===== src/rtl/spi_xfer.sv =====
// SPI mode-0 master, MSB first, one byte per request, full duplex.
// Optional miso two-flop synchronizer: define SPI_XFER_MISO_SYNC_EN (needs DIV >= 3 for loopback timing).
module spi_xfer #(
    parameter int DIV = 1
) (
    input  logic       clk,
    input  logic       reset_n,
    input  logic       ce,
    input  logic [7:0] idata,
    input  logic       wr,
    output logic [7:0] odata,
    output logic       dsr,
    output logic       busy,
    output logic       sck,
    output logic       mosi,
    input  logic       miso
);

    if (DIV < 1 || DIV > 255) begin : g_bad_div
        $error("spi_xfer: DIV must be within 1..255");
    end

    localparam logic [7:0] PHASE_LOAD = 8'(DIV - 1);

    typedef enum logic [1:0] {
        IDLE = 2'd0,
        LOW  = 2'd1,
        HIGH = 2'd2,
        DONE = 2'd3
    } state_t;

    state_t      state_q, state_d;
    logic [7:0]  shift_q, shift_d;
    logic [2:0]  bit_q, bit_d;
    logic [7:0]  phase_q, phase_d;
    logic        sck_q, sck_d;
    logic        mosi_q, mosi_d;
    logic        dsr_q, dsr_d;
    logic        busy_q, busy_d;
    logic [7:0]  odata_q, odata_d;
    logic        miso_s;

    logic        phase_zero;
    assign phase_zero = (phase_q == 8'd0);

`ifdef SPI_XFER_MISO_SYNC_EN
    // Free-running on clk so the synchronizer settles independently of ce.
    logic [1:0] miso_sync_q;

    always_ff @(posedge clk or negedge reset_n) begin
        if (!reset_n) begin
            miso_sync_q <= 2'b11;
        end else begin
            miso_sync_q <= {miso_sync_q[0], miso};
        end
    end

    assign miso_s = miso_sync_q[1];
`else
    assign miso_s = miso;
`endif

    // NOTE: sequential state uses non-blocking assignments only; the comb blocks compute _d values.
    always_ff @(posedge clk or negedge reset_n) begin
        if (!reset_n) begin
            state_q <= IDLE;
        end else begin
            state_q <= state_d;
        end
    end

    // NOTE: every comb output gets a default first so no path infers a latch.
    always_comb begin
        state_d = state_q;
        if (ce) begin
            unique case (state_q)
                IDLE: if (wr) state_d = LOW;
                LOW:  if (phase_zero) state_d = HIGH;
                HIGH: if (phase_zero) state_d = (bit_q != 3'd0) ? LOW : DONE;
                DONE: state_d = IDLE;
                default: state_d = IDLE;
            endcase
        end
    end

    always_comb begin
        shift_d = shift_q;
        bit_d   = bit_q;
        phase_d = phase_q;
        sck_d   = sck_q;
        mosi_d  = mosi_q;
        dsr_d   = dsr_q;
        busy_d  = busy_q;
        odata_d = odata_q;
        if (ce) begin
            unique case (state_q)
                IDLE: begin
                    sck_d  = 1'b0;
                    mosi_d = 1'b1;
                    if (wr) begin
                        shift_d = idata;
                        mosi_d  = idata[7];
                        busy_d  = 1'b1;
                        bit_d   = 3'd7;
                        phase_d = PHASE_LOAD;
                    end
                end
                LOW: begin
                    if (phase_zero) begin
                        sck_d   = 1'b1;
                        shift_d = {shift_q[6:0], miso_s};
                        phase_d = PHASE_LOAD;
                    end else begin
                        phase_d = phase_q - 8'd1;
                    end
                end
                HIGH: begin
                    if (phase_zero) begin
                        sck_d = 1'b0;
                        if (bit_q != 3'd0) begin
                            bit_d   = bit_q - 3'd1;
                            mosi_d  = shift_q[7];
                            phase_d = PHASE_LOAD;
                        end else begin
                            // Outputs of DONE are registered on entry so they appear in the DONE cycle.
                            odata_d = shift_q;
                            dsr_d   = 1'b1;
                            busy_d  = 1'b0;
                            mosi_d  = 1'b1;
                        end
                    end else begin
                        phase_d = phase_q - 8'd1;
                    end
                end
                DONE: begin
                    dsr_d = 1'b0;
                end
                default: begin
                    dsr_d = 1'b0;
                end
            endcase
        end
    end

    always_ff @(posedge clk or negedge reset_n) begin
        if (!reset_n) begin
            shift_q <= 8'hFF;
            bit_q   <= 3'd0;
            phase_q <= 8'd0;
            sck_q   <= 1'b0;
            mosi_q  <= 1'b1;
            dsr_q   <= 1'b0;
            busy_q  <= 1'b0;
            odata_q <= 8'h00;
        end else begin
            shift_q <= shift_d;
            bit_q   <= bit_d;
            phase_q <= phase_d;
            sck_q   <= sck_d;
            mosi_q  <= mosi_d;
            dsr_q   <= dsr_d;
            busy_q  <= busy_d;
            odata_q <= odata_d;
        end
    end

    assign odata = odata_q;
    assign dsr   = dsr_q;
    assign busy  = busy_q;
    assign sck   = sck_q;
    assign mosi  = mosi_q;

endmodule


===== config.mk =====
export PLATFORM = sky130hd
export DESIGN_NAME = spi_xfer
export DESIGN_NICKNAME = d
export VERILOG_FILES = /design/src/rtl/spi_xfer.sv
export SDC_FILE = /design/constraint.sdc
export NUM_CORES = 1
export LEC_CHECK = 0
export ABC_AREA = 1
export CORE_AREA = 2 2 66 68
export CTS_CLUSTER_DIAMETER = 50
export DETAILED_ROUTE_END_ITERATION = 8
export DIE_AREA = 0 0 68 70
export HOLD_SLACK_MARGIN = 0.05
export MAX_ROUTING_LAYER = met4
export PLACE_DENSITY = 0.72
export SYNTH_ARGS = -nofsm -noshare
export SYNTH_HDL_FRONTEND = slang
export SYNTH_SLANG_ARGS = --single-unit

===== constraint.sdc =====
create_clock -name clk -period 2.11 [get_ports clk]
set_input_delay 0.422 -clock clk [delete_from_list [all_inputs] [get_ports clk]]
set_output_delay 0.422 -clock clk [all_outputs]
set_load 0.01 [all_outputs]

==> results.cfg, run 1 <==
[run_status]
status = complete, no violations

[global_routing]
grt_pass1_vias = 1450
grt_use_total_pct = 19.0
grt-ovfl-total = 0
grt_pass1_wl_um = 6670
grt_max_degree = 34
antenna_found_initial = 0

[logic_synthesis]
async_reset_ff_share_pct = 100
ys_types = 31
yosysSeqAreaShare_pct = 42.6
ys_ff_latch = 33
synth_top_area_cell = dfrtp_1
synthFlopType = dfrtp_1
syn_nets = 254
yosys-top-cells-area = dfrtp_1, nand2_1, dfstp_2
yosysTopAreaCellShare_pct = 30.5
ys.warnings.count = 0
ys_top_cells_by_count = nand2_1, dfrtp_1, inv_1
synth-edff-count = 0
synth_most_common_cell = nand2_1
syn_inst = 231
synth_area_per_cell_um2 = 8.51
syn-cell-area_um2 = 1970

[detailed_routing]
wl_per_cell_um = 11.7
postRouteAntennaNets = 0
vias_per_cell = 4.91
first_pass_iters = 4
drcViolationCount = 0
drt-initial-drc-count = 69
wl_um = 3710
vias = 1552

[die]
ioPinCount = 25
die_y_um = 70
fp.dieW_um = 68
initial_core_util_pct = 47.5
dieArea_um2 = 4760
rows = 24
core_area_um2 = 4140

[setup_path]
r2r_end = phase_q[0]
rr_worst_depth = 10
critPathArrivalTime_ns = 2.01
rrSetupSlack_ns = 0.28
startpoint_type = flip-flop
cp_data_required_time_ns = 2.29
path_class = reg -> reg
r2r-start = state_q[1]
end_kind = flip-flop
worstPathMaxFanout = 10

[clock_tree]
clock_path_buffers = 2
clock_latency_ns = 0.28
cts_sinks = 33
cts_tree = yes
htreeDepth = 2
cts_resized = 0
cts_setup_buffers = 0
cts_hold_buf = 0
cts_buffers = 5
cts.reportedPaths.clkPinSlew_ns = 0.07
cts_root_buf = clkbuf_8

[power_and_ir_drop]
cellPowerDensity_nw_per_um2 = 1480
totalPowerFinal_mw = 3.56
vdd_drop_max_mv = 0.933
leakagePower_nw = 1.17

[sta]
setup_viol = 0
rsz0062_at_grt = false
fin_crit_sh_pct = 86.8
report.final.slew_viol_count = 0
worst_pin_slew_ns = 0.422
skew_ns = 0.00238
fmax_ghz = 0.546
hold_violations = 0
min_period_ns = 1.83
slew_headroom_pct = 71.9
fin_tns_setup_ns = 0

[min_path]
min_path_type = reg -> reg
hold_depth = 2
hold_path_startpoint = shift_q[4]
worstHoldEndpoint = shift_q[4]

[finish]
drive_above_1_share_pct = 18.6
diodes = 0
syn_to_final_growth_pct = 21.9
fill_cells = 390
nets = 286

[run]
maxCapViolCount = 0

[placement]
place.port_buffers = 24
post-dp-hpwl_um = 2840
place_congestion = 0.845
==> cells by family after synthesis <==
kind of cell | after synthesis | synth area share [%]
fa+ha+maj | 10 | 6.36
compound gates | 37 | 11.8
xor+xnor | 4 | 1.78
mux | 8 | 4.07
flops | 33 | 42.6
buf+inv | 30 | 6.30
simple gates | 109 | 27.1
==> worst max-delay path: stages, from the launching register on <==
cell     delay (ns)
dfrtp_1        0.46
inv_1          0.12
ha_1           0.23
inv_1          0.08
nor2_1         0.08
nor2_4         0.14
nand2_1        0.12
a21oi_4        0.25
inv_2          0.09
o21ai_1        0.12
inv_1          0.05
==> layer usage <==
| metal | global-route usage [%] | part of all wire (%) | vias to the layer above |
|---|---|---|---|
| met5 | - | 0 | - |
| met4 | 8.67 | 2.4 | 0 |
| met3 | 3.54 | 3.0 | 9 |
| met2 | 26.8 | 47 | 27 |
| met1 | 26.4 | 47 | 710 |
| li1 | - | - | 806 |
==> cell type report <==
type / instances / area [um2] / area share, %
Multi-Input combinational cell: 168 / 1010 / 41.9
Timing Repair Buffer: 28 / 270 / 11.3
Tap cell: 52 / 65.1 / 2.71
Clock buffer: 7 / 86.3 / 3.60
Inverter: 27 / 104 / 4.33
Sequential cell: 33 / 837 / 34.9
Clock inverter: 1 / 30.0 / 1.25
==> where the power goes <==
part	switching [mW]	internal, mW	leakage, nW
combinational	1.06	0.742	0.702
clock	0.225	0.385	0.0585
sequential	0.209	0.943	0.408
total	1.49	2.07	1.17
==> layout by cell type, fill, tap and decap left out, drive strengths merged <==
cell type       n
nor3            1
nand4           3
ha             10
xor2            3
nand3          11
nand3b          1
clkdlybuf4s50  24
inv            27
dfrtp          24
nor2           20
nand2          72
xnor2           1
mux2i           8
a21oi           3
o21ai          32
buf             4
o22ai           2
bufinv          1
dfstp           9
or2             1
clkbuf          7
==> worst max-delay path by stage <==
| stage | start | end | slack (ns) |
|---|---|---|---|
| 6_report | state_q[1] | phase_q[0] | 0.28 |
| 5_1_grt | state_q[0] | phase_q[0] | 0.04 |
| 4_1_cts | state_q[1] | phase_q[0] | 0.27 |
| 3_5_place_dp | ce | phase_q[0] | 0.14 |
| 3_3_place_gp | ce | phase_q[0] | 0.19 |
| 2_1_floorplan | state_q[1] | phase_q[0] | 0.50 |
==> metrics by stage <==
stage                     worst slack [ns]  hold WS [ns]  cells  utilization (%)  cell area, um2
after floorplan                      0.498         0.126    231                -            1970
after global placement               0.185         0.466    308             55.1            2280
after detailed placement             0.142         0.478    308             55.1            2280
after CTS                            0.267         0.490    316             57.9            2400
after global routing                0.0433         0.502    316             57.9            2400
final                                0.279         0.488    316             57.9            2400
==> flip-flops by register name, indices dropped and copies added (netlist names) <==
| signal | flops |
|---|---|
| shift_q | 8 |
| odata | 8 |
| busy | 1 |
| phase_q | 8 |
| sck | 1 |
| mosi | 1 |
| state_q | 2 |
| dsr | 1 |
| bit_q | 3 |
No activity file was read; power rests on OpenSTA's default activity.
==> run 2: changes to the inputs <==
--- a/config.mk
+++ b/config.mk
@@ -14,4 +14,5 @@
 export MAX_ROUTING_LAYER = met4
 export PLACE_DENSITY = 0.72
+export SKIP_CTS_REPAIR_TIMING = 1
 export SYNTH_ARGS = -nofsm -noshare
 export SYNTH_HDL_FRONTEND = slang
==> constraint.sdc (replaced) <==
create_clock -name clk -period 2.11 [get_ports clk]
set_input_delay 0.633 -clock clk [delete_from_list [all_inputs] [get_ports clk]]
set_output_delay 0.633 -clock clk [all_outputs]
set_load 0.01 [all_outputs]
==> run 2 against run 1 <==
Effect of this change: core utilization up 0.36 points; critical endpoint is now mosi; hold slack better by 0.0053 ns; global-route usage down 0.22 points; register-to-register slack better by 0.04 ns; flip-flop and latch count unchanged; first-iteration DRC count up 52%; design area up 0.63%; final cell count up 0.63%; maximum frequency down 7.2%; sequential power about the same.
==> results.cfg, run 2 (synthesized netlist as in run 1, its figures left out) <==
[power_and_ir_drop]
leakagePower_nw = 1.18
totalPowerFinal_mw = 3.56
cellPowerDensity_nw_per_um2 = 1470
vdd_drop_max_mv = 0.769

[setup_path]
crit_buf_inv = 1
worstPathMaxFanout = 2
r2r-start = state_q[1]
slowest_stage = dfstp_2
crit_chain = clkdlybuf4s50_1
startpoint_type = flip-flop
worst_path_dominant_cell_family = flip-flops
r2r_end = phase_q[0]
rr_worst_depth = 10
rrSetupSlack_ns = 0.32
cp_data_required_time_ns = 1.48
critPathArrivalTime_ns = 1.34
slowest_delay_ns = 0.53
end_kind = output pin
path_class = reg -> out

[detailed_routing]
vias = 1556
postRouteAntennaNets = 0
drt-initial-drc-count = 105
wl_per_cell_um = 11.8
drcViolationCount = 0
wl_um = 3740
vias_per_cell = 4.89
first_pass_iters = 4

[finish]
multi_input_area_um2 = 1010
final_common_cell = nand2_1
nets = 288
syn_to_final_growth_pct = 22.7
final_cells = 318
diodes = 0
fill_cells = 396
drive_above_1_share_pct = 19.2
final_cell_mix = nand2_1, dfrtp_1, clkdlybuf4s50_1
regArea_um2 = 837

[clock_tree]
clock_latency_ns = 0.28
cts.reportedPaths.clkPinSlew_ns = 0.07
clock_path_buffers = 2
cts_sinks = 33
htreeDepth = 2
cts_root_buf = clkbuf_8
cts_tree = yes
cts_buffers = 5

[die]
fp.dieW_um = 68
dieArea_um2 = 4760
initial_core_util_pct = 47.5
ioPinCount = 25
die_y_um = 70
rows = 24
core_area_um2 = 4140

[min_path]
hold_path_startpoint = dsr
min_path_type = reg -> reg
worstHoldEndpoint = dsr
hold_depth = 2

[sta]
report.final.slew_viol_count = 0
slew_headroom_pct = 72.6
worst_pin_slew_ns = 0.412
min_period_ns = 1.97
skew_ns = 0.00344
fin_crit_sh_pct = 93.5
fin_tns_setup_ns = 0
worst_hold_slack_ns = 0.493
fmax_ghz = 0.507
setup_viol = 0
setup_ws_ns = 0.138
rsz0062_at_grt = false
hold_violations = 0

[placement]
dp_slack_ns = 0.0345
post-dp-hpwl_um = 2850
place.port_buffers = 24
place_congestion = 0.898
dp.cells = 310

[run_status]
status = complete, no violations

[global_routing]
grt-ovfl-total = 0
grt_pass1_wl_um = 6580
grt_use_total_pct = 18.8
grt_max_degree = 34
grt_pass1_vias = 1462
antenna_found_initial = 0

[run]
maxCapViolCount = 0
## run 2: how the worst max path moves through the flow
stage / startpoint / cells after the start / slack (ns) / to
floorplan: state_q[1] / 10 / 0.50 / phase_q[0]
global placement: wr / 8 / 0.09 / phase_q[0]
detailed placement: ce / 7 / 0.03 / busy
CTS: mosi / 1 / 0.13 / mosi
global route: mosi / 1 / 0.11 / mosi
finish: mosi / 1 / 0.14 / mosi
## run 2: cell type report
cell class	count	share of cell area (%)
clock inverters	1	1.24
clock buffers	7	3.58
flip-flops and latches	33	34.7
multi-input cells	168	41.7
repair buffers	30	11.8
inverters	27	4.30
well taps	52	2.70
## run 2: stage by stage
step	util (%)	instance area (um2)
final	58.2	2410
after global routing	58.2	2410
after CTS	58.2	2410
after detailed placement	55.4	2300
after global placement	55.4	2300
after floorplan	-	1970
## run 2: layer usage
layer / GRT usage [%] / vias to the layer above / wire length (um) / part of all wire [%]
met5: - / - / 0 / 0
met4: 5.56 / 0 / 37 / 0.99
met3: 5.64 / 4 / 128 / 3.4
met2: 26.6 / 24 / 1760 / 47
met1: 25.9 / 725 / 1820 / 49
li1: - / 803 / - / -
## run 2: power by group
part / switching [mW] / internal (mW) / leakage, nW
clock network: 0.227 / 0.385 / 0.0585
registers: 0.209 / 0.943 / 0.408
logic: 1.05 / 0.747 / 0.712
total: 1.49 / 2.07 / 1.18
==> run 3: changes to the inputs <==
CORE_AREA = 2 2 61 63   (was 2 2 66 68)
CTS_CLUSTER_SIZE = 8   (was default)
DIE_AREA = 0 0 63 65   (was 0 0 68 70)
PLACE_DENSITY = 0.82   (was 0.72)
clock period = 2.3 ns   (was 2.11 ns; I/O delays follow)
==> run 3 against run 2 <==
Effect of this change: clock power down 48%; clock-buffer cell count decreased by 1; clock skew grew 0.0022 ns; setup slack better by 0.055 ns; critical path depth unchanged; core utilization increased by 8.6 points; register-to-register slack better by 0.08 ns; sequential share of layout area is 1.2 points higher; first-iteration DRC count shrank 28%; critical path type unchanged; largest cell class unchanged; largest power group unchanged.
==> results.cfg, run 3 (synthesized netlist as in run 1, its figures left out) <==
[finish]
nets = 287
final_area_um2 = 2340
final_common_cell = nand2_1
final_cell_mix = nand2_1, dfrtp_1, clkdlybuf4s50_1
syn_to_final_growth_pct = 18.8
diodes = 0
drive_above_1_share_pct = 18.9

[detailed_routing]
postRouteAntennaNets = 0
wl_um = 3810
vias = 1571
drcViolationCount = 0
first_pass_iters = 4
drt-initial-drc-count = 76
vias_per_cell = 5.02
wl_per_cell_um = 12.2

[power_and_ir_drop]
cellPowerDensity_nw_per_um2 = 1300
totalPowerFinal_mw = 3.04
vdd_drop_max_mv = 0.663
leakagePower_nw = 1.15

[sta]
rsz0062_at_grt = false
fin_crit_sh_pct = 91.6
fmax_ghz = 0.475
fin_tns_setup_ns = 0
hold_violations = 0
slew_headroom_pct = 72.6
min_period_ns = 2.11
setup_viol = 0
worst_pin_slew_ns = 0.411
skew_ns = 0.00569
report.final.slew_viol_count = 0

[setup_path]
path_class = reg -> out
crit_chain = clkdlybuf4s50_1
r2r_end = odata[5]
critPathArrivalTime_ns = 1.42
crit_buf_inv = 1
startpoint_type = flip-flop
slowest_stage = dfstp_2
rr_worst_depth = 8
worst_path_dominant_cell_family = flip-flops
cp_data_required_time_ns = 1.61
end_kind = output pin
r2r-start = state_q[0]
worstPathMaxFanout = 2
slowest_delay_ns = 0.55
critPathLaunch = mosi
rrSetupSlack_ns = 0.40

[min_path]
min_path_type = reg -> reg
worstHoldEndpoint = mosi
hold_depth = 2
hold_path_startpoint = mosi

[clock_tree]
cts.reportedPaths.clkPinSlew_ns = 0.10
cts_sinks = 33
cts_tree = yes
cts_root_buf = clkbuf_4
clock_latency_ns = 0.35
cts_buffers = 5
htreeDepth = 2
clock_path_buffers = 2

[placement]
post-dp-hpwl_um = 2870
place_congestion = 0.856
place.port_buffers = 24
postPlaceCellArea_um2 = 2280

[die]
initial_core_util_pct = 56.3
ioPinCount = 25
die_y_um = 65
dieArea_um2 = 4100
rows = 22
core_area_um2 = 3500
fp.dieW_um = 63

[global_routing]
antenna_found_initial = 0
grt_max_degree = 34
grt_pass1_wl_um = 6700
grt-ovfl-total = 0
grt_use_total_pct = 21.8
grt_pass1_vias = 1557

[run_status]
status = complete, no violations

[run]
maxCapViolCount = 0
[run 3: stage by stage]
| step | hold WS [ns] | util [%] | setup slack, ns | instances |
|---|---|---|---|---|
| after floorplan | 0.394 | - | 0.688 | 231 |
| after global placement | 0.470 | 65.4 | 0.209 | 305 |
| after detailed placement | 0.474 | 65.4 | 0.116 | 305 |
| after CTS | 0.495 | 66.8 | 0.176 | 313 |
| after global routing | 0.518 | 66.8 | 0.146 | 313 |
| final | 0.497 | 66.8 | 0.193 | 313 |
[run 3: per-layer routing]
metal	share of wire [%]	up-vias	global-route usage, %
met5	0	-	-
met4	1.9	0	11.7
met3	4.0	8	4.34
met2	45	33	32.8
met1	49	724	27.9
li1	-	806	-
[run 3: report_power, final]
part	internal, mW	leakage [nW]	switching [mW]	total (mW)
clock network	0.116	0.0320	0.204	0.320
logic	0.686	0.707	0.978	1.66
registers	0.864	0.408	0.196	1.06
[run 3: final cells by class]
cell class                      instances  area [um2]
Clock buffer                            6        41.3
Timing Repair Buffer                   29         278
Multi-Input combinational cell        168        1010
Clock inverter                          2        10.0
Sequential cell                        33         837
Inverter                               27         104
Tap cell                               48        60.1
Fill cell                             295        1160
[run 3: worst max path at each step]
| stage | end | cells after the start |
|---|---|---|
| 2_1_floorplan | phase_q[0] | 10 |
| 3_3_place_gp | phase_q[4] | 8 |
| 3_5_place_dp | phase_q[4] | 8 |
| 4_1_cts | mosi | 1 |
| 5_1_grt | mosi | 1 |
| 6_report | mosi | 1 |
